[src/rtl/soc_io_seg7_pkg.sv]
// Shared constants, CTRL layout and hex glyph table for the SOC IO 7-segment display.
package soc_io_seg7_pkg;

    localparam logic [1:0] SEG7_ADDR_VALUE = 2'd0;
    localparam logic [1:0] SEG7_ADDR_CTRL  = 2'd1;
    localparam logic [1:0] SEG7_ADDR_BLINK = 2'd2;
    localparam logic [1:0] SEG7_ADDR_DP    = 2'd3;

    localparam int unsigned SEG7_CTRL_EN     = 0;
    localparam int unsigned SEG7_CTRL_LZS    = 1;
    localparam int unsigned SEG7_CTRL_BLK_EN = 2;

    localparam logic [6:0] SEG7_BLANK = 7'b1111111;

    typedef struct packed {
        logic blk_en;
        logic lzs;
        logic en;
    } seg7_ctrl_t;

    // Active-low glyph, bit order {g,f,e,d,c,b,a}
    function automatic logic [6:0] seg7_glyph(input logic [3:0] nib);
        logic [6:0] g;
        case (nib)
            4'h0:    g = 7'b1000000;
            4'h1:    g = 7'b1111001;
            4'h2:    g = 7'b0100100;
            4'h3:    g = 7'b0110000;
            4'h4:    g = 7'b0011001;
            4'h5:    g = 7'b0010010;
            4'h6:    g = 7'b0000010;
            4'h7:    g = 7'b1111000;
            4'h8:    g = 7'b0000000;
            4'h9:    g = 7'b0011000;
            4'hA:    g = 7'b0001000;
            4'hB:    g = 7'b0000011;
            4'hC:    g = 7'b1000110;
            4'hD:    g = 7'b0100001;
            4'hE:    g = 7'b0000110;
            default: g = 7'b0001110;
        endcase
        return g;
    endfunction

endpackage

[src/rtl/soc_io_seg7_glyph.sv]
// Per-digit combinational glyph: nibble/blank/dp to active-low segments and dp.
module soc_io_seg7_glyph
    import soc_io_seg7_pkg::*;
(
    input  logic [3:0] nibble,
    input  logic       blank,
    input  logic       dp_in,
    output logic [6:0] glyph_c,
    output logic       dp_c
);

    always_comb begin
        glyph_c = SEG7_BLANK;
        dp_c    = 1'b1;
        if (!blank) begin
            glyph_c = seg7_glyph(nibble);
            dp_c    = ~dp_in;
        end
    end

endmodule

[src/rtl/soc_io_seg7_disp.sv]
// N-digit hex 7-segment controller: register bank, blink timer, LZS and registered outputs.
module soc_io_seg7_disp
    import soc_io_seg7_pkg::*;
#(
    parameter int unsigned DIGITS     = 8,
    parameter int unsigned BLINK_DIV  = 25_000_000,
    parameter bit          ACTIVE_LOW = 1'b1
) (
    input  logic                  clk,
    input  logic                  resetn,
    input  logic                  wr_valid,
    output logic                  wr_ready,
    input  logic [1:0]            wr_addr,
    input  logic [4*DIGITS-1:0]   wr_data,
    output logic [7*DIGITS-1:0]   seg,
    output logic [DIGITS-1:0]     dp
);

    localparam int unsigned DATA_W = 4 * DIGITS;
    localparam int unsigned SEG_W  = 7 * DIGITS;
    localparam int unsigned CNT_W  = $clog2(BLINK_DIV);

    logic [DATA_W-1:0] value;
    seg7_ctrl_t        ctrl;
    logic [DIGITS-1:0] blink_mask;
    logic [DIGITS-1:0] dp_mask;
    logic [CNT_W-1:0]  blink_cnt;
    logic              phase;

    logic [DIGITS-1:0] nz_from_c;
    logic [DIGITS-1:0] blank_c;
    logic [SEG_W-1:0]  glyph_c;
    logic [DIGITS-1:0] dp_c;

    // Register bank; ready rises on the first edge out of reset
    always_ff @(posedge clk or negedge resetn) begin
        if (!resetn) begin
            wr_ready   <= 1'b0;
            value      <= '0;
            ctrl       <= '0;
            blink_mask <= '0;
            dp_mask    <= '0;
        end else begin
            wr_ready <= 1'b1;
            if (wr_valid && wr_ready) begin
                case (wr_addr)
                    SEG7_ADDR_VALUE: value <= wr_data;
                    SEG7_ADDR_CTRL: begin
                        ctrl.en     <= wr_data[SEG7_CTRL_EN];
                        ctrl.lzs    <= wr_data[SEG7_CTRL_LZS];
                        ctrl.blk_en <= wr_data[SEG7_CTRL_BLK_EN];
                    end
                    SEG7_ADDR_BLINK: blink_mask <= wr_data[DIGITS-1:0];
                    SEG7_ADDR_DP:    dp_mask    <= wr_data[DIGITS-1:0];
                    default: ;
                endcase
            end
        end
    end

    // Free-running blink timer; independent of EN/BLK_EN and writes
    always_ff @(posedge clk or negedge resetn) begin
        if (!resetn) begin
            blink_cnt <= '0;
            phase     <= 1'b0;
        end else if (blink_cnt == CNT_W'(BLINK_DIV - 1)) begin
            blink_cnt <= '0;
            phase     <= ~phase;
        end else begin
            blink_cnt <= blink_cnt + CNT_W'(1);
        end
    end

    // nz_from_c[i]: some nibble at or above digit i is non-zero
    always_comb begin
        logic acc;
        acc       = 1'b0;
        nz_from_c = '0;
        for (int i = int'(DIGITS) - 1; i >= 0; i--) begin
            acc          = acc | (|value[4*i +: 4]);
            nz_from_c[i] = acc;
        end
    end

    for (genvar i = 0; i < DIGITS; i++) begin : g_digit
        assign blank_c[i] = !ctrl.en
                          || (ctrl.blk_en && phase && blink_mask[i])
                          || (ctrl.lzs && !nz_from_c[i] && (i != 0));

        soc_io_seg7_glyph u_glyph (
            .nibble  (value[4*i +: 4]),
            .blank   (blank_c[i]),
            .dp_in   (dp_mask[i]),
            .glyph_c (glyph_c[7*i +: 7]),
            .dp_c    (dp_c[i])
        );
    end

    // Output stage with board polarity applied
    always_ff @(posedge clk or negedge resetn) begin
        if (!resetn) begin
            seg <= {SEG_W{ACTIVE_LOW}};
            dp  <= {DIGITS{ACTIVE_LOW}};
        end else begin
            seg <= ACTIVE_LOW ? glyph_c : ~glyph_c;
            dp  <= ACTIVE_LOW ? dp_c : ~dp_c;
        end
    end

endmodule

[config.mk]
export PLATFORM = sky130hd
export DESIGN_NAME = soc_io_seg7_disp
export DESIGN_NICKNAME = d
export VERILOG_FILES = /design/src/rtl/soc_io_seg7_pkg.sv /design/src/rtl/soc_io_seg7_glyph.sv /design/src/rtl/soc_io_seg7_disp.sv
export SDC_FILE = /design/constraint.sdc
export NUM_CORES = 1
export LEC_CHECK = 0
export ABC_AREA = 1
export BUFFER_PORTS_ARGS = -buffer_cell sky130_fd_sc_hd__clkbuf_2
export CAP_MARGIN = 0
export CORE_ASPECT_RATIO = 1.5
export CORE_MARGIN = 1.5
export CORE_UTILIZATION = 30
export DETAILED_ROUTE_END_ITERATION = 8
export MAX_ROUTING_LAYER = met4
export PLACE_DENSITY_LB_ADDON = 0.15
export SETUP_SLACK_MARGIN = 0.4
export SYNTH_ARGS = -nofsm -noshare
export SYNTH_HDL_FRONTEND = slang
export SYNTH_SLANG_ARGS = --single-unit
[constraint.sdc]
create_clock -name clk -period 1.5 [get_ports clk]
set_input_delay 0.3 -clock clk [delete_from_list [all_inputs] [get_ports clk]]
set_output_delay 0.3 -clock clk [all_outputs]
set_load 0.05 [all_outputs]
==> impl_metrics.ini <==
[timing]
hold_viol = 0
rsz0062_at_grt = yes
tns_ns = -0.239
tightest_slew_ns = 0.677
min_period_ns = 1.54
setup_viol_count_final = 11
maxSlewHeadroom_pct = 54.7
clock.fmax_ghz = 0.651
setup_ws_ns = -0.0352
maxSlewViolCount = 0
fin_worst_skew_ns = 0.0108
period_share_pct = 102

[synth]
synth_area_um2 = 7260
synthCells = 846
yosysMostFrequentCell = nand2_1
yosys-top-cells-count = 142 x nand2_1, 115 x inv_1, 115 x nor2_1
synth.largest_area_cell = dfrtp_1
yosysUniqueCellTypes = 40
synth_edf_count = 0
synth_top_area_share_pct = 26.9
synth_fa_ha_area_share_pct = 6.03
synth_top_family_by_area = simple AND/OR/NAND/NOR gates
ys_top_cells_by_area = dfrtp_1 27%, dfstp_2 23%, nand2_1 7.3%, ha_1 6.0%, inv_1 5.9%
avgSynthCellArea_um2 = 8.58
ys_seq_area_share_pct = 50.1
synth_mux_area_share_pct = 0.293
synth-xor-area-share_pct = 1.55
synth_compound_area_share_pct = 10.5
async_flop_share_pct = 100
ys.flop_type = dfrtp_1
synth_fp_nets = 918
yosys.area_share.simple_pct = 24.1
yosysWarnings = 0
ys_ff_latch = 142

[setup_path]
arrival_ns = 1.86
critPathBufInv = 2
cp-end-kind = register
startpoint_type = register
rr_endpoint = blink_cnt[20]
critPathRequiredTime_ns = 1.82
path_cells = ha_4 -> nand3_4 -> nor2_4 -> nand3b_4 -> nor2_4 -> buf_12 -> inv_6 -> nand2_2 -> nor2_2
crit_fanout = 5
path_delay_family = simple AND/OR/NAND/NOR gates
cp_slowest_cell = dfrtp_1
crit_type = register to register
worst_r2r_path_depth = 9
reg2reg_slack_ns = -0.04
r2r_start = blink_cnt[0]
path_common_cell = nor2_4
critPathMaxStageDelay_ns = 0.40

[job]
drv_cap = 0

[die]
dieWidth_um = 130
row_count = 69
core_um2 = 23700
start_util_pct = 30.6
die_area_um2 = 25200
ios = 102
die_h_um = 194

[clock_network]
htreeDepth = 4
cts.sinks = 142
cts-root-buf = clkbuf_16
clockBufferDepth = 2
insertion_delay_ns = 0.43
clk_pin_slew_ns = 0.06
cts-buffers-inserted = 17
cts_tree = yes

[grt]
overflow = 0
grt.total_usage_pct = 18.2
grt_pass1_wl_mm = 34.0
grt_max_degree = 37
antenna_found_initial = 0
grt_pass1_vias = 6787

[hold_path]
whs_endpoint = value[30]
holdPathStages = 2
hold_path.class = input port to register
hp-start = wr_data[30]

[power_and_ir_drop]
seq_power_share_pct = 32.4
p_per_area_nw_per_um2 = 1330
ir_worst_vdd_mv = 0.826
clkPwrFrac_pct = 28.5
p_comb_share_pct = 39.1
power_mw = 16.7
p_switching_mw = 5.84
internal_power_mw = 10.8
p_leak_nw = 5.55
sw_frac_of_total_pct = 35.0

[finish]
design_area_um2 = 12500
antenna_cells = 0
fin_nets = 1153
drive_gt1_share_pct = 54.1
syn2layout_area_growth_pct = 72.1
final_util_pct = 52.6

[run_status]
status = finished with violations
violations = negative setup slack

[routing]
dr.pass1.iters = 5
ant_nets = 0
via_per_inst = 4.67
drt_iter0_drc = 192
remaining_drc_errors = 0
vias = 6599
route.detailed.wl_per_inst_um = 15.7
routed_wl_mm = 22.2

[place]
dpl_cell_area_um2 = 8900
place_hpwl_mm = 14.9
gp_congestion = 0.851
io_buffers = 101
==> repair_timing <==
item                                    4_1_cts  5_1_grt
hold endpoints to repair                     15        0
hold buffers                                  1        0
cloned                                        4        3
endpoints found under the setup margin      177      200
buffers inserted                             36       20
pin swaps                                    41       41
resized for setup                           297      216
==> metal layers <==
| layer | wire (µm) | global-route usage, % | vias up |
|---|---|---|---|
| li1 | - | - | 3239 |
| met1 | 8110 | 18.4 | 3193 |
| met2 | 12700 | 33.3 | 125 |
| met3 | 710 | 3.62 | 42 |
| met4 | 643 | 7.90 | 0 |
| met5 | 0 | - | - |
==> power groups by stage <==
stage	Combinational (mW)	Sequential, mW	Clock (mW)
after floorplan	1.79	6.58	0
after global placement	4.44	5.25	0
after detailed placement	4.46	5.24	0
after CTS	6.05	5.36	4.86
after global routing	6.96	5.49	5.01
final	6.52	5.41	4.75
==> worst max-delay path by stage <==
stage	startpoint	to	slack (ns)	depth (start not counted)
2_1_floorplan	blink_cnt[0]	blink_cnt[18]	0.09	8
4_1_cts	seg[41]	seg[41]	0.001	1
3_5_place_dp	value[21]	seg[7]	-0.005	8
5_1_grt	blink_cnt[0]	blink_cnt[6]	-0.1	8
6_report	blink_cnt[0]	blink_cnt[20]	-0.04	9
3_3_place_gp	value[24]	seg[10]	0.02	8
==> cell type report <==
type	count	area [µm²]
timing repair buffer	231	2960
fill	2112	11200
clock inverter	13	210
tap	319	399
multi-input combinational	571	4340
sequential	142	3650
inverter	118	490
clock buffer	19	453
==> registers in the layout, summed over array words and instances, names as in the netlist <==
signal,flops
phase,1
ctrl,3
seg,56
dp,8
wr_ready,1
blink_cnt,25
dp_mask,8
value,32
blink_mask,8
==> stage by stage <==
stage	std cells	worst slack (ns)	hold WS, ns
2_1_floorplan	846	0.0889	0.00441
3_3_place_gp	1317	0.0207	0.232
3_5_place_dp	1317	-0.00508	0.230
4_1_cts	1390	0.00103	0.0805
5_1_grt	1413	-0.0954	0.0908
6_report	1413	-0.0352	0.0995
==> layout by cell type (no fill, tap or decap), drive strengths merged, types with 4 or more instances in the layout <==
cell type,instances
ha,35
nor3,23
o21ai,39
nand2,152
nand4,9
a21oi,50
a31oi,5
buf,143
nand3,74
o2111ai,4
o22ai,7
dfstp,64
a221oi,8
o211ai,6
bufinv,5
dfrtp,78
xor2,9
clkinv,6
inv,118
clkbuf,106
nor2,127
a211oi,6
==> cell families (layout without fill, tap and decap cells) <==
| kind of cell | count (synthesis) | count (layout) |
|---|---|---|
| compound gates | 131 | 131 |
| xor+xnor | 12 | 12 |
| fa+ha+maj | 35 | 35 |
| buf+inv | 137 | 381 |
| flops | 142 | 142 |
| mux | 2 | 2 |
| other cells | 1 | 1 |
| simple gates | 386 | 390 |
Power figures use the tool's default switching activity.
